File: src/rtl/jk_pkg.sv
// Shared mode encodings and Gray-code helpers for the JK multimode counter.
// The helpers work on 32-bit vectors, and the w argument gives the active width.
package jk_pkg;

  localparam logic [1:0] MODE_JK   = 2'd0;
  localparam logic [1:0] MODE_BIN  = 2'd1;
  localparam logic [1:0] MODE_GRAY = 2'd2;
  localparam logic [1:0] MODE_JOHN = 2'd3;

  function automatic logic [31:0] width_mask(input int unsigned w);
    logic [32:0] m;
    m = (33'd1 << w) - 33'd1;
    return m[31:0];
  endfunction

  function automatic logic [31:0] bin2gray(input logic [31:0] b, input int unsigned w);
    return (b ^ (b >> 1)) & width_mask(w);
  endfunction

  function automatic logic [31:0] gray2bin(input logic [31:0] g, input int unsigned w);
    logic [32:0] b;
    b = '0;
    for (int i = 31; i >= 0; i--) begin
      b[i] = (i < int'(w)) ? (g[i] ^ b[i+1]) : 1'b0;
    end
    return b[31:0];
  endfunction

endpackage

File: src/rtl/jk_multimode_counter_cell.sv
// One JK storage bit: 00 hold, 01 clear, 10 set, 11 toggle; async active-low reset to 0.
module jk_cell (
  input  logic clk,
  input  logic rst_n,
  input  logic j,
  input  logic k,
  output logic q
);

  // NOTE: non-blocking assignment keeps every cell sampling pre-edge state, so the bank updates together.
  always_ff @(posedge clk or negedge rst_n) begin
    if (!rst_n) begin
      q <= 1'b0;
    end else begin
      case ({j, k})
        2'b01:   q <= 1'b0;
        2'b10:   q <= 1'b1;
        2'b11:   q <= ~q;
        default: q <= q;
      endcase
    end
  end

endmodule

File: src/rtl/jk_multimode_counter.sv
// WIDTH-bit bank of JK cells. The mode logic only produces the per-bit J/K drive, and
// the cells do the state update. Modes: raw JK register, modulo-MOD binary, Gray, Johnson.
module jk_multimode_counter
  import jk_pkg::*;
#(
  parameter int              WIDTH = 4,
  parameter longint unsigned MOD   = 64'd1 << WIDTH
) (
  input  logic             clk,
  input  logic             rst_n,
  input  logic             en,
  input  logic [1:0]       mode,
  input  logic             up_dn,
  input  logic             load,
  input  logic [WIDTH-1:0] load_val,
  input  logic [WIDTH-1:0] j,
  input  logic [WIDTH-1:0] k,
  output logic [WIDTH-1:0] q,
  output logic             tc,
  output logic             wrap
);

  localparam logic [WIDTH-1:0] MOD_M1     = WIDTH'(MOD - 64'd1);
  localparam logic [WIDTH-1:0] ALL_ONES   = '1;
  localparam logic [WIDTH-1:0] JOHN_UP_TC = {1'b1, {(WIDTH-1){1'b0}}};
  localparam logic [WIDTH-1:0] JOHN_DN_TC = WIDTH'(1);

  logic [WIDTH-1:0] j_int, k_int;
  logic [WIDTH-1:0] n;
  logic [WIDTH-1:0] q_bin;
  logic [WIDTH-1:0] n_bin;
  logic             q_out_of_range;
  logic             wrap_d, wrap_q;

  for (genvar i = 0; i < WIDTH; i++) begin : g_cell
    jk_cell u_cell (
      .clk  (clk),
      .rst_n(rst_n),
      .j    (j_int[i]),
      .k    (k_int[i]),
      .q    (q[i])
    );
  end

  assign q_bin          = WIDTH'(gray2bin(32'(q), WIDTH));
  assign q_out_of_range = 64'(q) >= MOD;

  // NOTE: every always_comb output gets a default first, so no path can infer a latch.
  always_comb begin
    j_int  = '0;
    k_int  = '0;
    n      = q;
    n_bin  = q_bin;
    wrap_d = 1'b0;
    if (load) begin
      j_int = load_val;
      k_int = ~load_val;
    end else if (en) begin
      case (mode)
        MODE_BIN: begin
          if (up_dn) begin
            if (q == MOD_M1 || q_out_of_range) begin
              n      = '0;
              wrap_d = 1'b1;
            end else begin
              n = q + WIDTH'(1);
            end
          end else if (q == '0) begin
            n      = MOD_M1;
            wrap_d = 1'b1;
          end else begin
            n = q - WIDTH'(1);
          end
        end
        MODE_GRAY: begin
          n_bin  = up_dn ? q_bin + WIDTH'(1) : q_bin - WIDTH'(1);
          n      = WIDTH'(bin2gray(32'(n_bin), WIDTH));
          wrap_d = up_dn ? (q_bin == ALL_ONES) : (q_bin == '0);
        end
        MODE_JOHN: begin
          n      = up_dn ? {q[WIDTH-2:0], ~q[WIDTH-1]} : {~q[0], q[WIDTH-1:1]};
          wrap_d = (n == '0);
        end
        default: ;
      endcase
      // Counting modes toggle exactly the bits that differ from the target.
      if (mode == MODE_JK) begin
        j_int = j;
        k_int = k;
      end else begin
        j_int = q ^ n;
        k_int = q ^ n;
      end
    end
  end

  always_comb begin
    tc = 1'b0;
    case (mode)
      MODE_BIN:  tc = up_dn ? (q == MOD_M1)     : (q == '0);
      MODE_GRAY: tc = up_dn ? (q_bin == ALL_ONES) : (q_bin == '0);
      MODE_JOHN: tc = up_dn ? (q == JOHN_UP_TC) : (q == JOHN_DN_TC);
      default:   tc = 1'b0;
    endcase
  end

  always_ff @(posedge clk or negedge rst_n) begin
    if (!rst_n) begin
      wrap_q <= 1'b0;
    end else begin
      wrap_q <= wrap_d;
    end
  end

  assign wrap = wrap_q;

endmodule

File: config.mk
export PLATFORM = sky130hd
export DESIGN_NAME = jk_multimode_counter
export DESIGN_NICKNAME = d
export VERILOG_FILES = /design/src/rtl/jk_pkg.sv /design/src/rtl/jk_multimode_counter_cell.sv /design/src/rtl/jk_multimode_counter.sv
export SDC_FILE = /design/constraint.sdc
export NUM_CORES = 1
export LEC_CHECK = 0
export BUFFER_PORTS_ARGS = -buffer_cell sky130_fd_sc_hd__clkbuf_2
export CAP_MARGIN = 5
export CORE_MARGIN = 3
export CORE_UTILIZATION = 56
export DETAILED_ROUTE_END_ITERATION = 16
export PLACE_DENSITY_LB_ADDON = 0.12
export SETUP_SLACK_MARGIN = 0.15
export SYNTH_ARGS = -nofsm -noshare
export SYNTH_HDL_FRONTEND = slang
export SYNTH_SLANG_ARGS = --single-unit
File: constraint.sdc
create_clock -name clk -period 5.9 [get_ports clk]
set_input_delay 0.885 -clock clk [delete_from_list [all_inputs] [get_ports clk]]
set_output_delay 0.885 -clock clk [all_outputs]
set_load 0.01 [all_outputs]
== After elaboration in Yosys (flattened, before gate mapping) ==
Index checks and enable logic that the tools add are counted.
Widths: inputs -> output; s select.

* Input bits: 19
* Logic and storage cells: 74
* Output and inout port bits: 6
* Register bits after elaboration: 5

* Add/sub/neg operators: 4
* Muxes and demuxes: 28
* Reductions and logical operators: 8
* Bitwise logic cells: 10
* Equality and inequality tests: 19

{| class="wikitable"
|+ Operator list
! kind !! count
|-
| $mux 4 || 13
|-
| $eq 2x2->1 const B || 10
|-
| $pmux 1 s3 || 6
|-
| $eq 4x4->1 const B || 3
|-
| $logic_not 4->1 || 3
|-
| $pmux 4 s3 || 1
|-
| $reduce_bool 3->1 || 4
|-
| $eq 2x1->1 const B || 5
|-
| $add 4x1->4 const B || 2
|-
| $mux 1 || 8
|-
| $sub 4x1->4 const B || 2
|-
| $eq 4x1->1 const B || 1
|-
| $not 1->1 || 4
|-
| $not 4->4 || 1
|-
| $xor 4x3->4 || 1
|-
| $xor 4x4->4 || 1
|-
| $xor 1x1->1 || 3
|-
| $logic_not 2->1 || 1
|}

== Longest topological paths before layout ==
* Word-level depth: 15
* Gate-level depth with buffers: 10
* Gate-level depth less buffers: 9

== Hierarchy ==
Synthesis repeated with hierarchy kept, for this count alone.

* Cells, all modules: 135
* Area, all modules: 1048.5 um2

{| class="wikitable"
|+ By module, submodules not included
! module !! area an instance (um2) !! cells an instance !! instances !! seq. area each (um2)
|-
| jk_multimode_counter || 913.4 || 123 || 1 || 25.0
|-
| jk_cell || 33.8 || 3 || 4 || 25.0
|}

== Worst setup path before layout ==
Ideal clock, no wire load.

* Kind: flip-flop to output port
* Start point: register g_cell[2].u_cell.q
* End point: output tc
* Arrival: 1.989 ns
* Required time: 5.015 ns
* Cell stages (with the launch flop): 10
* Slack: 3.026 ns
* Path buffers: 1
* Path through: dfrtp_1 buf_2 inv_1 ha_1 xor2_1 inv_1 ha_1 a32o_1 a21oi_1 o21ai_0

* Word-level cells in the longest chain between the ends: 6
* Elaborated cells on any way between the ends: 13
* Those cells by class: 4 x eq/ne; 4 x mux; 3 x bitwise; 2 x reduce/logical

{| class="wikitable"
|+ Ends and longest elaborated chain
! element !! RTL line !! source
|-
| start, declared || jk_multimode_counter_cell.sv:7 || <nowiki>output logic q</nowiki>
|-
| start signal, assigned || jk_multimode_counter_cell.sv:18 || <nowiki>2'b11: q <= ~q;</nowiki>
|-
| start signal, assigned || jk_multimode_counter_cell.sv:19 || <nowiki>default: q <= q;</nowiki>
|-
| $xor 1x1->1 (3 in series) || jk_pkg.sv:24 || <nowiki>b[i] = (i < int'(w)) ? (g[i] ^ b[i+1]) : 1'b0;</nowiki>
|-
| $eq 4x4->1 / $logic_not 4->1 (equally long branches) || jk_multimode_counter.sv:101 || <nowiki>MODE_GRAY: tc = up_dn ? (q_bin == ALL_ONES) : (q_bin == '0);</nowiki>
|-
| $mux 1 || jk_multimode_counter.sv:101 ||
|-
| $pmux 1 s3 * || jk_multimode_counter.sv:99 || <nowiki>case (mode)</nowiki>
|-
| end, declared || jk_multimode_counter.sv:19 || <nowiki>output logic tc,</nowiki>
|}

Mark *: on every way between the ends. The rest lies on a longest branch, timed or not.

== Worst setup path after layout ==
Ends and elaborated chain as after synthesis.

==> impl_metrics.yaml <==
sta:
  tightestPinTransition_ps: 526.6
  rsz0062_at_grt: "false"
  finClkSkew_ps: 3.674
  min_period_ps: 3432
  drv_slew: 0
  finalCritPeriodShare: 0.5818
  setup_viol: 0
  layout_setup_ws_ps: 2468
  slew_headroom: 0.6398
  fmaxAchievable_mhz: 291.3
  hold_viol_final: 0
  tns_ps: 0
  hold_slack_ps: 451.6
layout:
  register_area_um2: 125.1
  final_cell_area_um2: 1027
  layout_common_cells: "clkbuf_2, a21oi_1, ha_1, o21ai_0, nand2_1"
  final_net_count: 169
  drive_gt1_frac: 0.2319
  area_delta_synth_final_pct: 9.321
  final_common_cell: "clkbuf_2"
  antenna_cells: 0
  instances_no_fill: 154
  fill_cells: 146
  multi_input_area_um2: 701.9
  fin_util: 0.6664
setup_path:
  worst-endpoint-required_ps: 5020
  path_max_fanout: 14
  crit_path_start_kind: "flop"
  r2r_slack_ps: 3190
  reg2reg_from: "g_cell[2].u_cell.q"
  reg2reg_depth: 9
  crit_arrival_ps: 2550
  critPathCaptureType: "primary output"
  critical_path.startpoint: "g_cell[2].u_cell.q"
  worstSetupPathType: "flop to primary output"
  reg2reg_to: "g_cell[3].u_cell.q"
  crit_path_end: "tc"
floorplanning:
  ios: 25
  die_w_um: 46.96
  fp.dieArea_um2: 2205
  start_util: 0.6096
  row_count: 14
  core_um2: 1541
  die_h_um: 46.96
detailed_routing:
  viasPerCell: 6.110
  drt_iter0_markers: 53
  drc: 0
  ant_nets: 0
  wl_um: 2369
  vias: 941
  avgRoutedWirePerCell_um: 15.38
  firstDrtPassIters: 4
placement:
  hpwl_um: 1799
  dpl_cell_area_um2: 1001
  pre_cts_ws_ps: 2731
  numPortBuffers: 24
  gp_congestion: 0.8722
  placedCellCount: 150
power:
  p_leak_nw: 0.4731
  vdd_ir_drop_max_v: 0.0002282
  p_per_area_nw_per_um2: 299.3
  finalPower_uw: 307.5
global_route:
  grt_pass1_wl_um: 3781
  grt_usage: 0.2380
  grt_pass1_vias: 848
  overflow: 0
  antenna_found_initial: 0
  grt_max_degree: 15
cts:
  insertion_delay_ps: 240
  cts_sinks: 5
  cts_tree: "yes"
  cts.root.buffer_cell: "clkbuf_4"
  cts_buffers: 3
  clk_pin_slew_ps: 40
  cts_max_level: 1
  hold_buffers: 0
  cts.path.max_buffers: 2
  cts_setup_buffers: 0
  cts_resized: 0
yosys:
  synth_cell_types: 40
  async_flop_share: 1.000
  syn-mean-instance-area_um2: 7.766
  ys_seq_elements: 5
  synth_cells: 121
  ys.flop_type: "dfrtp_1"
  syn_area_um2: 939.7
  syn-num-nets: 151
  synth_edf_count: 0
  ys_warn_count: 0
  seq_area_frac_synth: 0.1332
job:
  drv_cap: 0
status:
  status: "complete, no violations"
worst_hold_path:
  hold_class: "primary input to async pin"
[power breakdown]
| group | total, mW | switching [mW] | internal [mW] | leakage [nW] |
|---|---|---|---|---|
| clock network | 0.0401 | 0.0145 | 0.0256 | 0.0150 |
| logic | 0.201 | 0.107 | 0.0939 | 0.398 |
| registers | 0.0662 | 0.0258 | 0.0404 | 0.0604 |
| total | 0.307 | 0.148 | 0.160 | 0.473 |
[registers in the layout, indices dropped and copies added (netlist names)]
name / count
wrap: 1
g_cell.u_cell.q: 4
[logic make-up after synthesis]
logic type | after synthesis | synth area share
adders and majority gates | 11 | 0.1465
AOI/OAI and AO/OA | 43 | 0.3103
buffers and inverters | 20 | 0.1198
xor gates and xnor gates | 9 | 0.09987
and+or+nand+nor | 31 | 0.1691
muxes | 2 | 0.02131
DFF | 5 | 0.1332
[cell usage after synthesis, types with 5 or more instances]
cell type   n  area share
a21oi_1    13       0.069
buf_4       5       0.040
dfrtp_1     5        0.13
ha_1       11        0.15
inv_1       6       0.024
nand2_1     8       0.032
nor2_1      7       0.028
o21ai_0     9       0.048
xnor2_1     5       0.047
[routing by layer]
| metal | up-vias | GRT usage | wire (µm) |
|---|---|---|---|
| li1 | 474 | - | - |
| met1 | 443 | 0.3462 | 1139 |
| met2 | 22 | 0.3659 | 1090 |
| met3 | 2 | 0.06130 | 116 |
| met4 | 0 | 0.02210 | 21 |
| met5 | - | 0 | 0 |
[critical path, stage by stage (launching register included)]
cell      delay [ps]
dfrtp_1          620
inv_1            120
ha_1             360
xor2_1           250
inv_1             70
ha_1             180
a32o_1           200
a21oi_1          220
o21ai_0          130
clkbuf_2         140
[layout make-up]
cell class	instances	share of cell area
well taps	16	0.01949
flip-flops and latches	5	0.1218
inverters	9	0.03289
clock buffers	4	0.02558
multi-input cells	96	0.6833
repair buffers	24	0.1169
[worst min-delay path by stage]
stage          cells after the start                  to  start
2_1_floorplan                      0  g_cell[0].u_cell.q  rst_n
3_3_place_gp                       1                wrap  rst_n
3_5_place_dp                       1  g_cell[3].u_cell.q  rst_n
4_1_cts                            1  g_cell[0].u_cell.q  rst_n
5_1_grt                            1  g_cell[3].u_cell.q  rst_n
6_report                           1  g_cell[0].u_cell.q  rst_n
(Power assumes the default switching activity.)
